### config.mk
export PLATFORM = sky130hd
export DESIGN_NAME = uart_tx_frame_flat
export DESIGN_NICKNAME = d
export VERILOG_FILES = /design/src/rtl/uart_pkg.sv /design/src/rtl/uart_tx_frame_if.sv /design/src/rtl/uart_baud_gen.sv /design/src/rtl/uart_tx_frame.sv /design/src/flat_wrapper.sv
export SDC_FILE = /design/constraint.sdc
export NUM_CORES = 1
export LEC_CHECK = 0
export CAP_MARGIN = 10
export CORE_MARGIN = 1
export CORE_UTILIZATION = 58
export CTS_BUF_LIST = sky130_fd_sc_hd__clkbuf_2 sky130_fd_sc_hd__clkbuf_4 sky130_fd_sc_hd__clkbuf_8
export DETAILED_ROUTE_END_ITERATION = 7
export PLACE_DENSITY = 0.83
export SLEW_MARGIN = 20
export SYNTH_ARGS = -nofsm -noshare
export SYNTH_HDL_FRONTEND = slang
export SYNTH_HIERARCHICAL = 1
export SYNTH_SLANG_ARGS = --single-unit
export TNS_END_PERCENT = 1
### constraint.sdc
create_clock -name clk -period 2.32 [get_ports clk]
set_input_delay 0.232 -clock clk [delete_from_list [all_inputs] [get_ports clk]]
set_output_delay 0.232 -clock clk [all_outputs]
set_load 0.01 [all_outputs]
### src/rtl/uart_pkg.sv
// Shared UART definitions: the frame state enum, data width and baud divider helper.
package uart_pkg;

  typedef enum logic [2:0] {
    IDLE,
    START,
    DATA,
    PARITY,
    STOP
  } uart_state_e;

  localparam int DATA_BITS = 8;

  // Clocks per bit; fractional divisors truncate, shared with the receiver.
  function automatic int bit_cycles(input int clk_mhz, input int baud);
    return (clk_mhz * 1_000_000) / baud;
  endfunction

endpackage

### src/rtl/uart_tx_frame_if.sv
// Byte handshake between a producer (master) and the UART transmitter (slave).
interface uart_tx_frame_if;
  logic [7:0] tx_data;
  logic       tx_valid;
  logic       tx_ready;

  modport master (output tx_data, output tx_valid, input tx_ready);
  modport slave  (input tx_data, input tx_valid, output tx_ready);
endinterface

### src/rtl/uart_baud_gen.sv
// Free-running bit-period counter; bit_end_o pulses on the last clock of each bit.
module uart_baud_gen #(
  parameter int BIT_CYCLES = 500
) (
  input  logic clk,
  input  logic rst,
  input  logic clear_i,
  output logic bit_end_o
);

  localparam int CNT_W = (BIT_CYCLES < 2) ? 1 : $clog2(BIT_CYCLES);
  localparam logic [CNT_W-1:0] LAST_CNT = CNT_W'(BIT_CYCLES - 1);

  if (BIT_CYCLES < 2) begin : g_bad_divider
    $error("uart_baud_gen: BIT_CYCLES must be at least 2");
  end

  logic [CNT_W-1:0] cnt_q;
  logic [CNT_W-1:0] cnt_d;

  assign bit_end_o = (cnt_q == LAST_CNT);

  // Clearing on frame start aligns the first bit period with the acceptance edge.
  always_comb begin
    cnt_d = cnt_q + 1'b1;
    if (clear_i || bit_end_o) begin
      cnt_d = '0;
    end
  end

  always_ff @(posedge clk or posedge rst) begin
    if (rst) begin
      cnt_q <= '0;
    end else begin
      cnt_q <= cnt_d;
    end
  end

endmodule

### src/rtl/uart_tx_frame.sv
// UART transmitter: start, 8 data bits LSB first, optional even parity, 1 or 2 stop bits.
// Define UART_TX_PARITY_EN to insert the even parity bit after the data bits.
module uart_tx_frame
  import uart_pkg::*;
#(
  parameter int CLK_MHZ   = 50,
  parameter int BAUD      = 100_000,
  parameter int STOP_BITS = 1
) (
  input  logic              clk,
  input  logic              rst,
  uart_tx_frame_if.slave    bus,
  output logic              tx,
  output logic              busy
);

  localparam int BIT_CYCLES = bit_cycles(CLK_MHZ, BAUD);
  localparam logic [2:0] LAST_IDX = 3'(DATA_BITS - 1);

  if (STOP_BITS != 1 && STOP_BITS != 2) begin : g_bad_stop
    $error("uart_tx_frame: STOP_BITS must be 1 or 2");
  end

  uart_state_e state_q;
  logic [7:0]  shift_q;
  logic [2:0]  idx_q;
  logic        stop_idx_q;
  logic        tx_q;
  logic        busy_q;
  logic        bit_end;
  logic        accept;
`ifdef UART_TX_PARITY_EN
  logic        par_q;
`endif

  assign bus.tx_ready = (state_q == IDLE) && !rst;
  assign accept       = bus.tx_valid && bus.tx_ready;
  assign tx           = tx_q;
  assign busy         = busy_q;

  uart_baud_gen #(
    .BIT_CYCLES (BIT_CYCLES)
  ) u_baud (
    .clk       (clk),
    .rst       (rst),
    .clear_i   (accept),
    .bit_end_o (bit_end)
  );

  // Frame sequencer; tx and busy are registered here so the line never glitches.
  always_ff @(posedge clk or posedge rst) begin
    if (rst) begin
      state_q    <= IDLE;
      shift_q    <= '0;
      idx_q      <= '0;
      stop_idx_q <= 1'b0;
      tx_q       <= 1'b1;
      busy_q     <= 1'b0;
`ifdef UART_TX_PARITY_EN
      par_q      <= 1'b0;
`endif
    end else begin
      case (state_q)
        IDLE: begin
          if (accept) begin
            shift_q    <= bus.tx_data;
            idx_q      <= '0;
            stop_idx_q <= 1'b0;
            tx_q       <= 1'b0;
            busy_q     <= 1'b1;
            state_q    <= START;
`ifdef UART_TX_PARITY_EN
            par_q      <= ^bus.tx_data;
`endif
          end
        end
        START: begin
          if (bit_end) begin
            tx_q    <= shift_q[0];
            shift_q <= shift_q >> 1;
            state_q <= DATA;
          end
        end
        DATA: begin
          if (bit_end) begin
            if (idx_q == LAST_IDX) begin
`ifdef UART_TX_PARITY_EN
              tx_q    <= par_q;
              state_q <= PARITY;
`else
              tx_q    <= 1'b1;
              state_q <= STOP;
`endif
            end else begin
              tx_q    <= shift_q[0];
              shift_q <= shift_q >> 1;
              idx_q   <= idx_q + 3'd1;
            end
          end
        end
`ifdef UART_TX_PARITY_EN
        PARITY: begin
          if (bit_end) begin
            tx_q    <= 1'b1;
            state_q <= STOP;
          end
        end
`endif
        STOP: begin
          // A second stop bit reuses the same bit period via stop_idx_q.
          if (bit_end) begin
            if (STOP_BITS == 1 || stop_idx_q) begin
              busy_q     <= 1'b0;
              stop_idx_q <= 1'b0;
              state_q    <= IDLE;
            end else begin
              stop_idx_q <= 1'b1;
            end
          end
        end
        default: begin
          tx_q    <= 1'b1;
          busy_q  <= 1'b0;
          state_q <= IDLE;
        end
      endcase
    end
  end

endmodule

### src/flat_wrapper.sv
// flat-port wrapper written by rule: the top's interface ports become plain ports
module uart_tx_frame_flat import uart_pkg::*;
#(
  parameter int CLK_MHZ   = 50,
  parameter int BAUD      = 100_000,
  parameter int STOP_BITS = 1
)
  (clk, rst, tx, busy, bus_tx_data, bus_tx_valid, bus_tx_ready);
  uart_tx_frame_if bus_i ();
  input  logic clk;
  input  logic rst;
  output logic tx;
  output logic busy;
  input wire logic [$bits(bus_i.tx_data)-1:0] bus_tx_data;
  input wire logic [$bits(bus_i.tx_valid)-1:0] bus_tx_valid;
  output wire logic [$bits(bus_i.tx_ready)-1:0] bus_tx_ready;
  assign bus_i.tx_data = bus_tx_data;
  assign bus_i.tx_valid = bus_tx_valid;
  assign bus_tx_ready = bus_i.tx_ready;
  uart_tx_frame #(.CLK_MHZ(CLK_MHZ), .BAUD(BAUD), .STOP_BITS(STOP_BITS)) u_core (.clk(clk), .rst(rst), .bus(bus_i), .tx(tx), .busy(busy));
endmodule
==> results.cfg <==
[run_status]
run_status = finished clean

[routing]
routedWlPerCell_um = 14.2
routed_wl_um = 2580
vias = 1058
drt-initial-drc-count = 20
postRouteAntennaNets = 0
vias_per_cell = 5.81
drc = 0
firstDrtPassIters = 4

[place]
dp_hpwl_um = 1900
port_buffers = 13
pre_cts_ws_ns = 0.187
place_congestion = 0.799

[grt]
grt_overflow = 0
grt_pass1_wl_um = 4630
grt.total_usage_pct = 24.8
grt_max_degree = 19
grt_pass1_vias = 1053
antenna_found_initial = 0

[clock_tree]
clkSlewWorstSetupHoldPaths_ns = 0.13
cts_buffers = 3
cts.sinks = 25
clockBufferDepth = 2
cts_tree = done
clockRootBuffer = clkbuf_4
ctsHtreeMaxLevel = 1
ctsHoldBuffers = 0
clock_latency_ns = 0.32

[layout]
final_common_cell = dfrtp_1
areaGrowthSynthToFinish_pct = 13.8
antennaDiodeCount = 0
layout.nets = 169
drive_above_1_share_pct = 13.6
final_cell_mix = dfrtp_1 (24), nor2_1 (19), clkdlybuf4s50_1 (13), a21oi_1 (13), inv_1 (10)

[timing]
hold_viol_final = 0
grt_setup_unrepaired = false
skew_ns = 0.00561
setup_viol = 0
tightest_slew_ns = 0.611
min_period_ns = 2.11
fmax_mhz = 474
worst_slack_ns = 0.209
slew_headroom_pct = 59.2
post-route-period-util_pct = 91.0
setup_tns_ns = 0
slew_viol_final = 0

[synth]
synthMuxAreaShare_pct = 7.39
synth-async-reset-ratio_pct = 100
synth_top_family_by_area = simple AND/OR/NAND/NOR gates
syn_inst = 140
syn_area_sq_mm = 0.00137
synth_adder_area_share_pct = 2.74
synth_edf_count = 0
avgSynthCellArea_sq_um = 9.80
synth-xor-area-share_pct = 2.55
synth-compound-area-share_pct = 15.9
ys.flop_type = dfrtp_1
syn_nets = 154
synth_cell_types = 46
yosysWarningCount = 6
synth_seq_cells = 25
synthSimpleGateAreaFrac_pct = 20.4
synth-seq-area-share_pct = 45.7

[min_path]
hold_class = primary input to async pin

[setup_path]
path_cells = nor4_1 > clkdlybuf4s50_1
critPathSlowestCell = dfrtp_1
ff2ff_setup_slack_ns = 0.23
endpoint_kind = output port
cp_num_buf_inv = 1
critical_path.max_fanout = 18
cp-start-kind = flip-flop
cp.arrival_ns = 1.88
required_ns = 2.09
crit_family = flip-flops
cp_slowest_stage_delay_ns = 0.61
crit_type = flip-flop to output port

[floorplan]
fp.coreArea_sq_mm = 0.00221
rows = 17
die_width_um = 50.6
die_y_um = 50.6
die_area_sq_mm = 0.00256
ioPinCount = 14
floorplan.initialDensity_pct = 62.0

[power_and_ir_drop]
ir_drop_mv = 0.278
powerDensity_mw_per_mm2 = 454
p_leak_nw = 0.746

[flow_run]
cap_violations = 0
[through the flow]
| stage | cells | total power, mW | cell area [sq um] | hold WS (ns) | utilization (%) |
|---|---|---|---|---|---|
| finish | 182 | 0.709 | 1560 | 0.269 | 70.5 |
| global route | 182 | 0.741 | 1560 | 0.315 | 70.5 |
| CTS | 182 | 0.722 | 1550 | 0.269 | 70.2 |
| detailed placement | 178 | 0.511 | 1520 | 0.476 | 68.9 |
| global placement | 178 | 0.507 | 1520 | 0.465 | 68.9 |
| floorplan | 140 | 0.484 | 1370 | 0.0599 | - |
[per-layer routing]
| metal | wire [um] | GRT usage [%] |
|---|---|---|
| met5 | 0 | 0 |
| met4 | 63 | 13.9 |
| met3 | 51 | 3.64 |
| met2 | 1340 | 40.9 |
| met1 | 1120 | 31.0 |
[synth_stat cells (2+ instances only)]
cell type | n | area, sq um
dfrtp_1 | 24 | 601
nor2_1 | 19 | 71.3
a21oi_1 | 13 | 65.1
inv_1 | 10 | 37.5
mux2i_1 | 9 | 90.1
nand2_1 | 6 | 22.5
o21ai_0 | 5 | 25.0
clkbuf_1 | 3 | 11.3
ha_1 | 3 | 37.5
xnor2_1 | 3 | 26.3
a211oi_1 | 2 | 15.0
a21oi_2 | 2 | 17.5
nand2b_1 | 2 | 12.5
nand3_1 | 2 | 10.0
nand3b_1 | 2 | 15.0
nand4_1 | 2 | 12.5
nor3_1 | 2 | 10.0
nor4_1 | 2 | 12.5
o31ai_1 | 2 | 15.0
[registers in the layout, summed over array words and instances, names as in the netlist]
signal	flops
u_core/idx_q	3
u_core/tx	1
u_core/busy	1
u_core/shift_q	8
u_core/u_baud/cnt_q	9
u_core/state_q	3
[cells by family after synthesis]
| family | count (synthesis) |
|---|---|
| AO/OA/AOI/OAI | 32 |
| XOR/XNOR | 4 |
| adder cells (fa/ha/maj) | 3 |
| buffers and inverters | 16 |
| flip-flops | 25 |
| multiplexers | 10 |
| AND/OR/NAND/NOR | 50 |
[worst register-to-register path: cells and delay by family (launching register included)]
family	cells	cell delay, ns
AND/OR/NAND/NOR	4	0.79
adder cells (fa/ha/maj)	1	0.23
AO/OA/AOI/OAI	2	0.38
buffers and inverters	1	0.20
flip-flops	1	0.41
[timing repair]
| action | 4_1_cts | 5_1_grt |
|---|---|---|
| setup buffers | 0 | 0 |
| endpoints found under the hold margin | 0 | 0 |
| endpoints found under the setup margin | 0 | 4 |
| gates resized for setup | 0 | 2 |
[path summary, 6_finish.rpt]
check / from / to / cells past startpoint
max: u_core/state_q[1]$_DFFE_PP0P_ / bus_tx_ready / 2
min: rst / u_core/u_baud/cnt_q[8]$_DFF_PP0_ / 2
max reg2reg: u_core/u_baud/cnt_q[0]$_DFF_PP0_ / u_core/shift_q[4]$_DFFE_PP0P_ / 8
min reg2reg: u_core/u_baud/cnt_q[0]$_DFF_PP0_ / u_core/u_baud/cnt_q[0]$_DFF_PP0_ / 1
max in group asynchronous: rst / u_core/state_q[0]$_DFFE_PP0P_ / 2
min in group clk: bus_tx_data[7] / u_core/shift_q[7]$_DFFE_PP0P_ / 3
[where the power goes]
group | switching, mW | internal (mW)
clock | 0.128 | 0.0791
combinational | 0.0240 | 0.0263
sequential | 0.00686 | 0.445
[cell type report]
type	count	area [sq um]
multi-input combinational	99	674
inverter	10	37.5
tap	28	35.0
clock buffer	4	30.0
fill	174	652
sequential	25	627
timing repair buffer	16	156
Note: power is estimated with default switching activity, not from simulation.
